$ cat src/rtl/wb_select_stage.sv
`default_nettype none
// ============================================================================
//  Module   : wb_select_stage
//  Purpose  : Write-back source selector for the pipelined MIPS datapath.
//             Picks one of NUM_SRC results on acceptance and stores it with
//             its destination register and write enable in a 2-entry skid
//             buffer (HEAD + SKID). in_ready is registered, so there is no
//             combinational path from out_ready back to the MEM stage.
//  Revision : 1.0 - initial release
// ============================================================================
module wb_select_stage #(
    parameter int WIDTH   = 32,
    parameter int NUM_SRC = 4,
    parameter int SEL_W   = $clog2(NUM_SRC),
    parameter int REG_W   = 5
) (
    input  logic                     clk,
    input  logic                     rst_n,
    input  logic                     flush,
    input  logic                     in_valid,
    output logic                     in_ready,
    input  logic [NUM_SRC*WIDTH-1:0] in_data,
    input  logic [SEL_W-1:0]         in_sel,
    input  logic [REG_W-1:0]         in_dest,
    input  logic                     in_regwrite,
    output logic                     out_valid,
    input  logic                     out_ready,
    output logic [WIDTH-1:0]         out_data,
    output logic [REG_W-1:0]         out_dest,
    output logic                     out_regwrite,
    output logic                     sel_err,
    output logic [15:0]              retired
);

    // Occupancy states: number of stored entries.
    localparam logic [1:0] S_EMPTY = 2'd0;
    localparam logic [1:0] S_ONE   = 2'd1;
    localparam logic [1:0] S_TWO   = 2'd2;

    // Select values at or above this bound are illegal.
    localparam logic [SEL_W:0] c_num_src = (SEL_W+1)'(NUM_SRC);
    localparam logic [15:0]    c_ret_max = 16'hFFFF;

    logic [1:0]       r_state;
    logic             r_in_ready;
    logic             r_out_valid;
    logic [WIDTH-1:0] r_head_data;
    logic [REG_W-1:0] r_head_dest;
    logic             r_head_we;
    logic [WIDTH-1:0] r_skid_data;
    logic [REG_W-1:0] r_skid_dest;
    logic             r_skid_we;
    logic             r_sel_err;
    logic [15:0]      r_retired;

    logic             w_accept;
    logic             w_pop;
    logic             w_sel_ok;
    logic [WIDTH-1:0] w_sel_data;
    logic             w_we;

    assign w_accept = in_valid && r_in_ready;
    assign w_pop    = r_out_valid && out_ready;
    assign w_sel_ok = ({1'b0, in_sel} < c_num_src);

    // Source mux; an out-of-range select matches no source and yields zero.
    always_comb begin
        w_sel_data = '0;
        for (int k = 0; k < NUM_SRC; k++) begin
            if (in_sel == SEL_W'(k)) begin
                w_sel_data = in_data[k*WIDTH +: WIDTH];
            end
        end
    end

    // Writes to $zero and illegal selects must never reach the register file.
    assign w_we = in_regwrite && w_sel_ok && (in_dest != '0);

    // Occupancy FSM with HEAD/SKID storage; flush empties the buffer.
    always_ff @(posedge clk or negedge rst_n) begin
        if (!rst_n) begin
            r_state     <= S_EMPTY;
            r_in_ready  <= 1'b1;
            r_out_valid <= 1'b0;
            r_head_data <= '0;
            r_head_dest <= '0;
            r_head_we   <= 1'b0;
            r_skid_data <= '0;
            r_skid_dest <= '0;
            r_skid_we   <= 1'b0;
        end else if (flush) begin
            r_state     <= S_EMPTY;
            r_in_ready  <= 1'b1;
            r_out_valid <= 1'b0;
        end else begin
            case (r_state)
                S_EMPTY: begin
                    if (w_accept) begin
                        r_head_data <= w_sel_data;
                        r_head_dest <= in_dest;
                        r_head_we   <= w_we;
                        r_state     <= S_ONE;
                        r_out_valid <= 1'b1;
                    end
                end
                S_ONE: begin
                    if (w_accept && !w_pop) begin
                        r_skid_data <= w_sel_data;
                        r_skid_dest <= in_dest;
                        r_skid_we   <= w_we;
                        r_state     <= S_TWO;
                        r_in_ready  <= 1'b0;
                    end else if (!w_accept && w_pop) begin
                        r_state     <= S_EMPTY;
                        r_out_valid <= 1'b0;
                    end else if (w_accept && w_pop) begin
                        r_head_data <= w_sel_data;
                        r_head_dest <= in_dest;
                        r_head_we   <= w_we;
                    end
                end
                S_TWO: begin
                    if (w_pop) begin
                        r_head_data <= r_skid_data;
                        r_head_dest <= r_skid_dest;
                        r_head_we   <= r_skid_we;
                        r_state     <= S_ONE;
                        r_in_ready  <= 1'b1;
                    end
                end
                default: begin
                    r_state     <= S_EMPTY;
                    r_in_ready  <= 1'b1;
                    r_out_valid <= 1'b0;
                end
            endcase
        end
    end

    // Sticky illegal-select flag; a flushed accept never stored anything.
    always_ff @(posedge clk or negedge rst_n) begin
        if (!rst_n) begin
            r_sel_err <= 1'b0;
        end else if (w_accept && !flush && !w_sel_ok) begin
            r_sel_err <= 1'b1;
        end
    end

    // Saturating pop counter; a pop coincident with flush still retires.
    always_ff @(posedge clk or negedge rst_n) begin
        if (!rst_n) begin
            r_retired <= '0;
        end else if (w_pop && (r_retired != c_ret_max)) begin
            r_retired <= r_retired + 16'd1;
        end
    end

    assign in_ready     = r_in_ready;
    assign out_valid    = r_out_valid;
    assign out_data     = r_head_data;
    assign out_dest     = r_head_dest;
    assign out_regwrite = r_head_we;
    assign sel_err      = r_sel_err;
    assign retired      = r_retired;

endmodule
`default_nettype wire

$ cat config.mk
export PLATFORM = sky130hd
export DESIGN_NAME = wb_select_stage
export DESIGN_NICKNAME = d
export VERILOG_FILES = /design/src/rtl/wb_select_stage.sv
export SDC_FILE = /design/constraint.sdc
export NUM_CORES = 1
export LEC_CHECK = 0
export ABC_CLOCK_PERIOD_IN_PS = 1900
export BUFFER_PORTS_ARGS = -buffer_cell sky130_fd_sc_hd__buf_2
export CORE_MARGIN = 2
export CORE_UTILIZATION = 45
export DETAILED_ROUTE_END_ITERATION = 6
export GPL_TIMING_DRIVEN = 0
export PLACE_DENSITY = 0.85
export SLEW_MARGIN = 10
export SYNTH_ARGS = -nofsm -noshare
export SYNTH_HDL_FRONTEND = slang
export SYNTH_SLANG_ARGS = --single-unit
$ cat constraint.sdc
create_clock -name clk -period 1.9 [get_ports clk]
set_clock_uncertainty 0.2 [all_clocks]
set_input_delay 0.19 -clock clk [delete_from_list [all_inputs] [get_ports clk]]
set_output_delay 0.19 -clock clk [all_outputs]
set_load 0.02 [all_outputs]
==> flow_summary.toml, run 1 <==
[sta]
slew_headroom_pct = 52.8
setup_violations = 23
hold_viol_final = 0
grt_setup_unrepaired = "true"
drv_slew = 0
worst_pin_slew_ns = 0.707
timing.fmax_mhz = 518
post-route-period-util_pct = 102
finalWorstSetupSlack_ns = -0.0317
fin_crit_ns = 1.93

[yosys]
synth_warnings = 0
syn-num-nets = 537
synthCells = 395
ys_seq_area_share_pct = 47.3
yosys_most_used_dff = "dfrtp_1"
async_flop_share_pct = 100
syn_avg_cell_area_um2 = 12.9
synthDominantCellAreaShare_pct = 46.8
yosysUniqueCellTypes = 47
synth-edff-count = 0
yosysMostFrequentCell = "dfrtp_1"
synth_top_area_cell = "dfrtp_1"
ys_seq_elements = 96
netlist_top_cells_area = "dfrtp_1 (47%), mux4_2 (14%), mux2_2 (8.2%), mux2i_1 (7.5%), o21ai_0 (7.1%)"
netlist_area_um2 = 5080
synthTopCellsByCount = "dfrtp_1 (95), o21ai_0 (72), mux2i_1 (38)"

[worst_setup_path]
critPathLaunchType = "flip-flop"
crit_fanout = 8
required_ns = 1.93
worstPathArrival_ns = 1.96
critPathKind = "flip-flop to flip-flop"
critPathCaptureType = "flip-flop"

[placed_design]
gp_congestion = 0.810
port_buffers = 195
hpwl_um = 10500

[cts]
cts_inserted_buffers = 9
cts_tree = "done"
ctsRootBufferMaster = "clkbuf_16"
cts_buffer_depth = 2
htreeDepth = 3
clock_sinks = 96
path_clk_slew_ns = 0.06
clock_latency_ns = 0.35

[global_routing]
grt_first_pass_wirelength_um = 22700
track_usage_pct = 24.7
antenna_found_initial = 0
grt_start_max_net_pins = 60
grt_pass1_vias = 4663
grt_overflow_total = 0

[detailed_routing]
first_iter_violations = 280
drc = 0
vias_per_cell = 5.69
routed_wl_um = 14700
firstDrtPassIters = 4
ant_nets = 0
vias = 4384
wl_per_cell_um = 19.1

[finish]
nFillCells = 855
post_route_cells_drive_above_1_share_pct = 55.9
syn2layout_area_growth_pct = 39.0
antenna_cells = 0
post-route-util_pct = 64.6
finalNetCount = 768

[die]
row_count = 38
initial_core_util_pct = 46.5
die_area_um2 = 12200
die_h_um = 110
num_io_pins = 198
coreArea_um2 = 10900
die_w_um = 110

[pwr]
ir_drop_uv = 715
p_per_area_nw_per_um2 = 1190
leakage_nw = 3.53
total_power_mw = 8.44

[outcome]
violations = "setup timing"
status = "finished with violations"

[worst_hold_path]
hp-class = "input port to flip-flop"

[run]
maxCapViolations = 0
## path summary, 6_finish.rpt
kind                                   end  slack, ns  cells past startpoint         from
max in group asynchronous         in_ready       0.64                      3        rst_n
min reg2reg                    out_dest[1]       0.30                      2  out_dest[1]
min in group asynchronous      out_data[2]       0.16                      2        rst_n
min                              out_valid       0.02                      4    out_ready
max                        r_skid_data[14]      -0.03                      6     in_ready
max reg2reg                r_skid_data[14]      -0.03                      6     in_ready
## layout by cell type (no fill, tap or decap), types with 3 or more instances in the layout
master         instances
buf_2                200
dfrtp_1               83
o21ai_0               67
mux2i_1               38
mux4_2                32
mux2_4                29
buf_4                 20
dfrtp_2               12
xor2_1                11
mux2_2                10
o21ai_1                9
clkbuf_16              9
clkbuf_1               8
nand3_1                7
nor3_1                 7
buf_6                  6
nand2_1                6
dlygate4sd3_1          6
nand4_1                5
clkbuf_4               4
a21oi_1                4
buf_8                  3
inv_1                  3
nor2_1                 3
nor4_1                 3
bufinv_16              3
buf_12                 3
## per-layer routing
metal | GRT usage [%] | share of wire, % | up-vias
li1 | - | - | 1956
met1 | 29.8 | 37 | 2198
met2 | 42.4 | 53 | 202
met3 | 7.23 | 7.5 | 28
met4 | 8.39 | 2.3 | 0
met5 | 0 | 0 | -
## cell type report
| type | count | area, µm² | area share [%] |
|---|---|---|---|
| Buffer | 25 | 171 | 2.43 |
| Clock buffer | 11 | 233 | 3.29 |
| Clock inverter | 5 | 105 | 1.49 |
| Inverter | 3 | 11.3 | 0.159 |
| Multi-Input combinational cell | 266 | 2650 | 37.6 |
| Sequential cell | 96 | 2420 | 34.2 |
| Tap cell | 140 | 175 | 2.48 |
| Timing Repair Buffer | 225 | 1300 | 18.4 |
## logic make-up (layout without fill, tap and decap cells)
family | count (synthesis) | in the layout | synth area share (%)
adders and majority gates | 1 | 1 | 0.246
muxes | 109 | 109 | 30.5
and+or+nand+nor | 54 | 54 | 6.87
AOI/OAI and AO/OA | 89 | 89 | 9.31
xor gates and xnor gates | 12 | 12 | 2.07
other | 1 | 1 | 0.0738
DFF | 96 | 96 | 47.3
buffers and inverters | 33 | 269 | 3.67
## metrics by stage
stage | cells | instance area (µm²) | setup WS, ns | hold slack, ns | TNS, ns
floorplan | 395 | 5170 | -0.101 | -0.306 | -2.15
global placement | 730 | 6320 | -0.607 | 0.252 | -49.26
detailed placement | 731 | 6350 | -0.215 | -0.00699 | -11.10
CTS | 765 | 7010 | -0.0608 | 0.00707 | -1.04
global route | 771 | 7060 | -0.102 | 0.0455 | -5.06
finish | 771 | 7060 | -0.0317 | 0.0192 | -0.365
## power breakdown
| part | total, mW | internal [mW] | switching (mW) |
|---|---|---|---|
| sequential | 3.42 | 2.88 | 0.541 |
| clock | 2.08 | 1.29 | 0.792 |
| combinational | 2.94 | 1.44 | 1.50 |
## state kept, by name (all words and copies together) (netlist names)
name          cells
out_data         32
r_skid_data      32
retired          16
out_dest          5
r_skid_dest       5
r_state           2
in_ready          1
out_regwrite      1
out_valid         1
r_skid_we         1
## worst max-delay path, cell delays in order, from the launching register on
cell and delay [ns]:
dfstp_2 0.54, and3b_2 0.23, nand3_2 0.10, nor2_4 0.15, buf_8 0.15, buf_12 0.14, mux2_4 0.30
## what timing repair did
action / CTS / global route
hold buffers: 6 / 0
pin swaps: 6 / 4
hold endpoints to repair: 47 / 0
setup buffers: 12 / 10
setup endpoints to repair: 81 / 82
cloned: 2 / 1
gates resized for setup: 34 / 27
(Power assumes the default switching activity.)
==> inputs of run 2 (changes only) <==
- RECOVER_POWER: unset -> 25
==> run 2 against run 1 <==
  * The flow still finishes with violations (setup timing)
  * Critical path depth is the same
  * Count of clock-buffer cells in the layout is the same
  * Maximum frequency grew 0.20%
  * Sequential power is essentially flat
  * Die area is the same
  * Cell area shrank 0.14%
  * First-iteration DRC count grew 38%
  * Non-clock buffer count is the same
  * Clock power is essentially flat
  * Combinational power is essentially flat
  * Largest cell class unchanged
  * Largest power group unchanged
==> flow_summary.toml, run 2 (same netlist as run 1, synthesis figures left out) <==
[pwr]
netSwitchingPower_mw = 2.84
pwr-share-comb_pct = 34.7
p_per_area_nw_per_um2 = 1190
leakage_nw = 3.51
ir_drop_uv = 714
p_seq_share_pct = 40.6
p_int_mw = 5.58
total_power_mw = 8.43
p_clk_share_pct = 24.7
swShare_pct = 33.7

[die]
die_w_um = 110
row_count = 38
die_h_um = 110
initial_core_util_pct = 46.5
die_area_um2 = 12200
coreArea_um2 = 10900
num_io_pins = 198

[detailed_routing]
vias = 4377
vias_per_cell = 5.68
first_iter_violations = 386
ant_nets = 0
wl_per_cell_um = 19.2
firstDrtPassIters = 4
drc = 0
routed_wl_um = 14800

[sta]
timing.hold.ws_ns = 0.0169
fin_crit_ns = 1.93
slew_headroom_pct = 33.9
finalWorstSetupSlack_ns = -0.0278
hold_viol_final = 0
worst_pin_slew_ns = 0.992
grt_setup_unrepaired = "true"
post-route-period-util_pct = 101
drv_slew = 0
timing.fmax_mhz = 519
setup_violations = 21

[outcome]
violations = "setup timing"
status = "finished with violations"

[finish]
post_route_cells_drive_above_1_share_pct = 55.0
antenna_cells = 0
syn2layout_area_growth_pct = 38.8
nFillCells = 856
stdcell_count = 771
final_common_cell = "buf_2"
finalNetCount = 768
post-route-util_pct = 64.5
final_cell_mix = "buf_2 (194), dfrtp_1 (83), o21ai_0 (67), mux2i_1 (38), mux4_2 (32)"

[cts]
cts_inserted_buffers = 9
clock_latency_ns = 0.35
cts_buffer_depth = 2
path_clk_slew_ns = 0.06
clock_sinks = 96
htreeDepth = 3
ctsRootBufferMaster = "clkbuf_16"
cts_tree = "done"

[placed_design]
dp.cells = 731
gp_congestion = 0.810
port_buffers = 195
hpwl_um = 10500

[worst_setup_path]
slowest_delay_ns = 0.54
critPathKind = "flip-flop to flip-flop"
worst-path-buf-inv = 2
critPathLaunchType = "flip-flop"
cp_slowest_cell = "dfstp_2"
critPathCaptureType = "flip-flop"
critPathTopFamily = "flip-flops"
required_ns = 1.93
r2r_slack_ns = -0.03
worstPathArrival_ns = 1.96
crit_chain = "and3b_2 -> nand3_2 -> nor2_4 -> buf_8 -> buf_12 -> mux2_4"
crit_fanout = 8

[global_routing]
grt_overflow_total = 0
grt_pass1_vias = 4663
grt_start_max_net_pins = 60
track_usage_pct = 24.7
antenna_found_initial = 0
grt_first_pass_wirelength_um = 22700

[worst_hold_path]
hp-class = "input port to flip-flop"

[run]
maxCapViolations = 0
run 2: cell count changes in the layout (fill, tap and decap cells not counted), sizes merged:
| cell | change |
|---|---|
| buf | -7 |
| clkbuf | +7 |
run 2: final timing paths:
kind	startpoint	to	cells after the start
worst max-delay path	in_ready	r_skid_data[14]	6
worst min-delay path	out_ready	out_valid	4
worst max register to register	in_ready	r_skid_data[14]	6
worst min register to register	out_dest[1]	out_dest[1]	2
max in group asynchronous	rst_n	in_ready	3
min in group asynchronous	rst_n	out_data[2]	2
run 2: worst min-delay path, cell delays in order:
cell and delay [ns]:
buf_2 0.14, nand2_1 0.06, nand3b_1 0.07, a21oi_1 0.06
run 2: power by group through the flow:
stage	clock (mW)	combinational (mW)	sequential, mW
floorplan	0	1.29	3.80
global placement	0	2.61	3.34
detailed placement	0	2.73	3.39
CTS	2.10	2.85	3.38
global route	2.19	3.16	3.51
finish	2.08	2.92	3.42
run 2: metrics by stage:
stage,setup TNS [ns],area (µm²),worst slack (ns)
CTS,-1.04,7010,-0.0608
floorplan,-2.15,5170,-0.101
global placement,-49.26,6320,-0.607
detailed placement,-11.10,6350,-0.215
finish,-0.284,7050,-0.0278
global route,-5.06,7050,-0.102
run 2: metal layers:
| layer | track usage (%) | routed length [µm] | vias up | part of all wire (%) |
|---|---|---|---|---|
| li1 | - | - | 1956 | - |
| met1 | 29.8 | 5580 | 2192 | 38 |
| met2 | 42.4 | 7760 | 197 | 52 |
| met3 | 7.23 | 1110 | 32 | 7.5 |
| met4 | 8.39 | 344 | 0 | 2.3 |
| met5 | 0 | 0 | - | 0 |
run 2: what timing repair did:
action / in CTS / in global routing
buffers inserted: 12 / 10
hold endpoints to repair: 47 / 0
hold buffers: 6 / 0
gates cloned: 2 / 1
resized for setup: 34 / 27
setup endpoints to repair: 81 / 82
pin swaps: 6 / 4
run 2: area by class of cell:
type | instances | area [µm²] | share of cell area [%]
plain buffers | 25 | 171 | 2.43
clock buffers | 11 | 233 | 3.30
clock inverters | 5 | 105 | 1.49
inverters | 3 | 11.3 | 0.160
multi-input cells | 266 | 2650 | 37.6
flip-flops and latches | 96 | 2420 | 34.3
well taps | 140 | 175 | 2.48
repair buffers | 225 | 1290 | 18.2
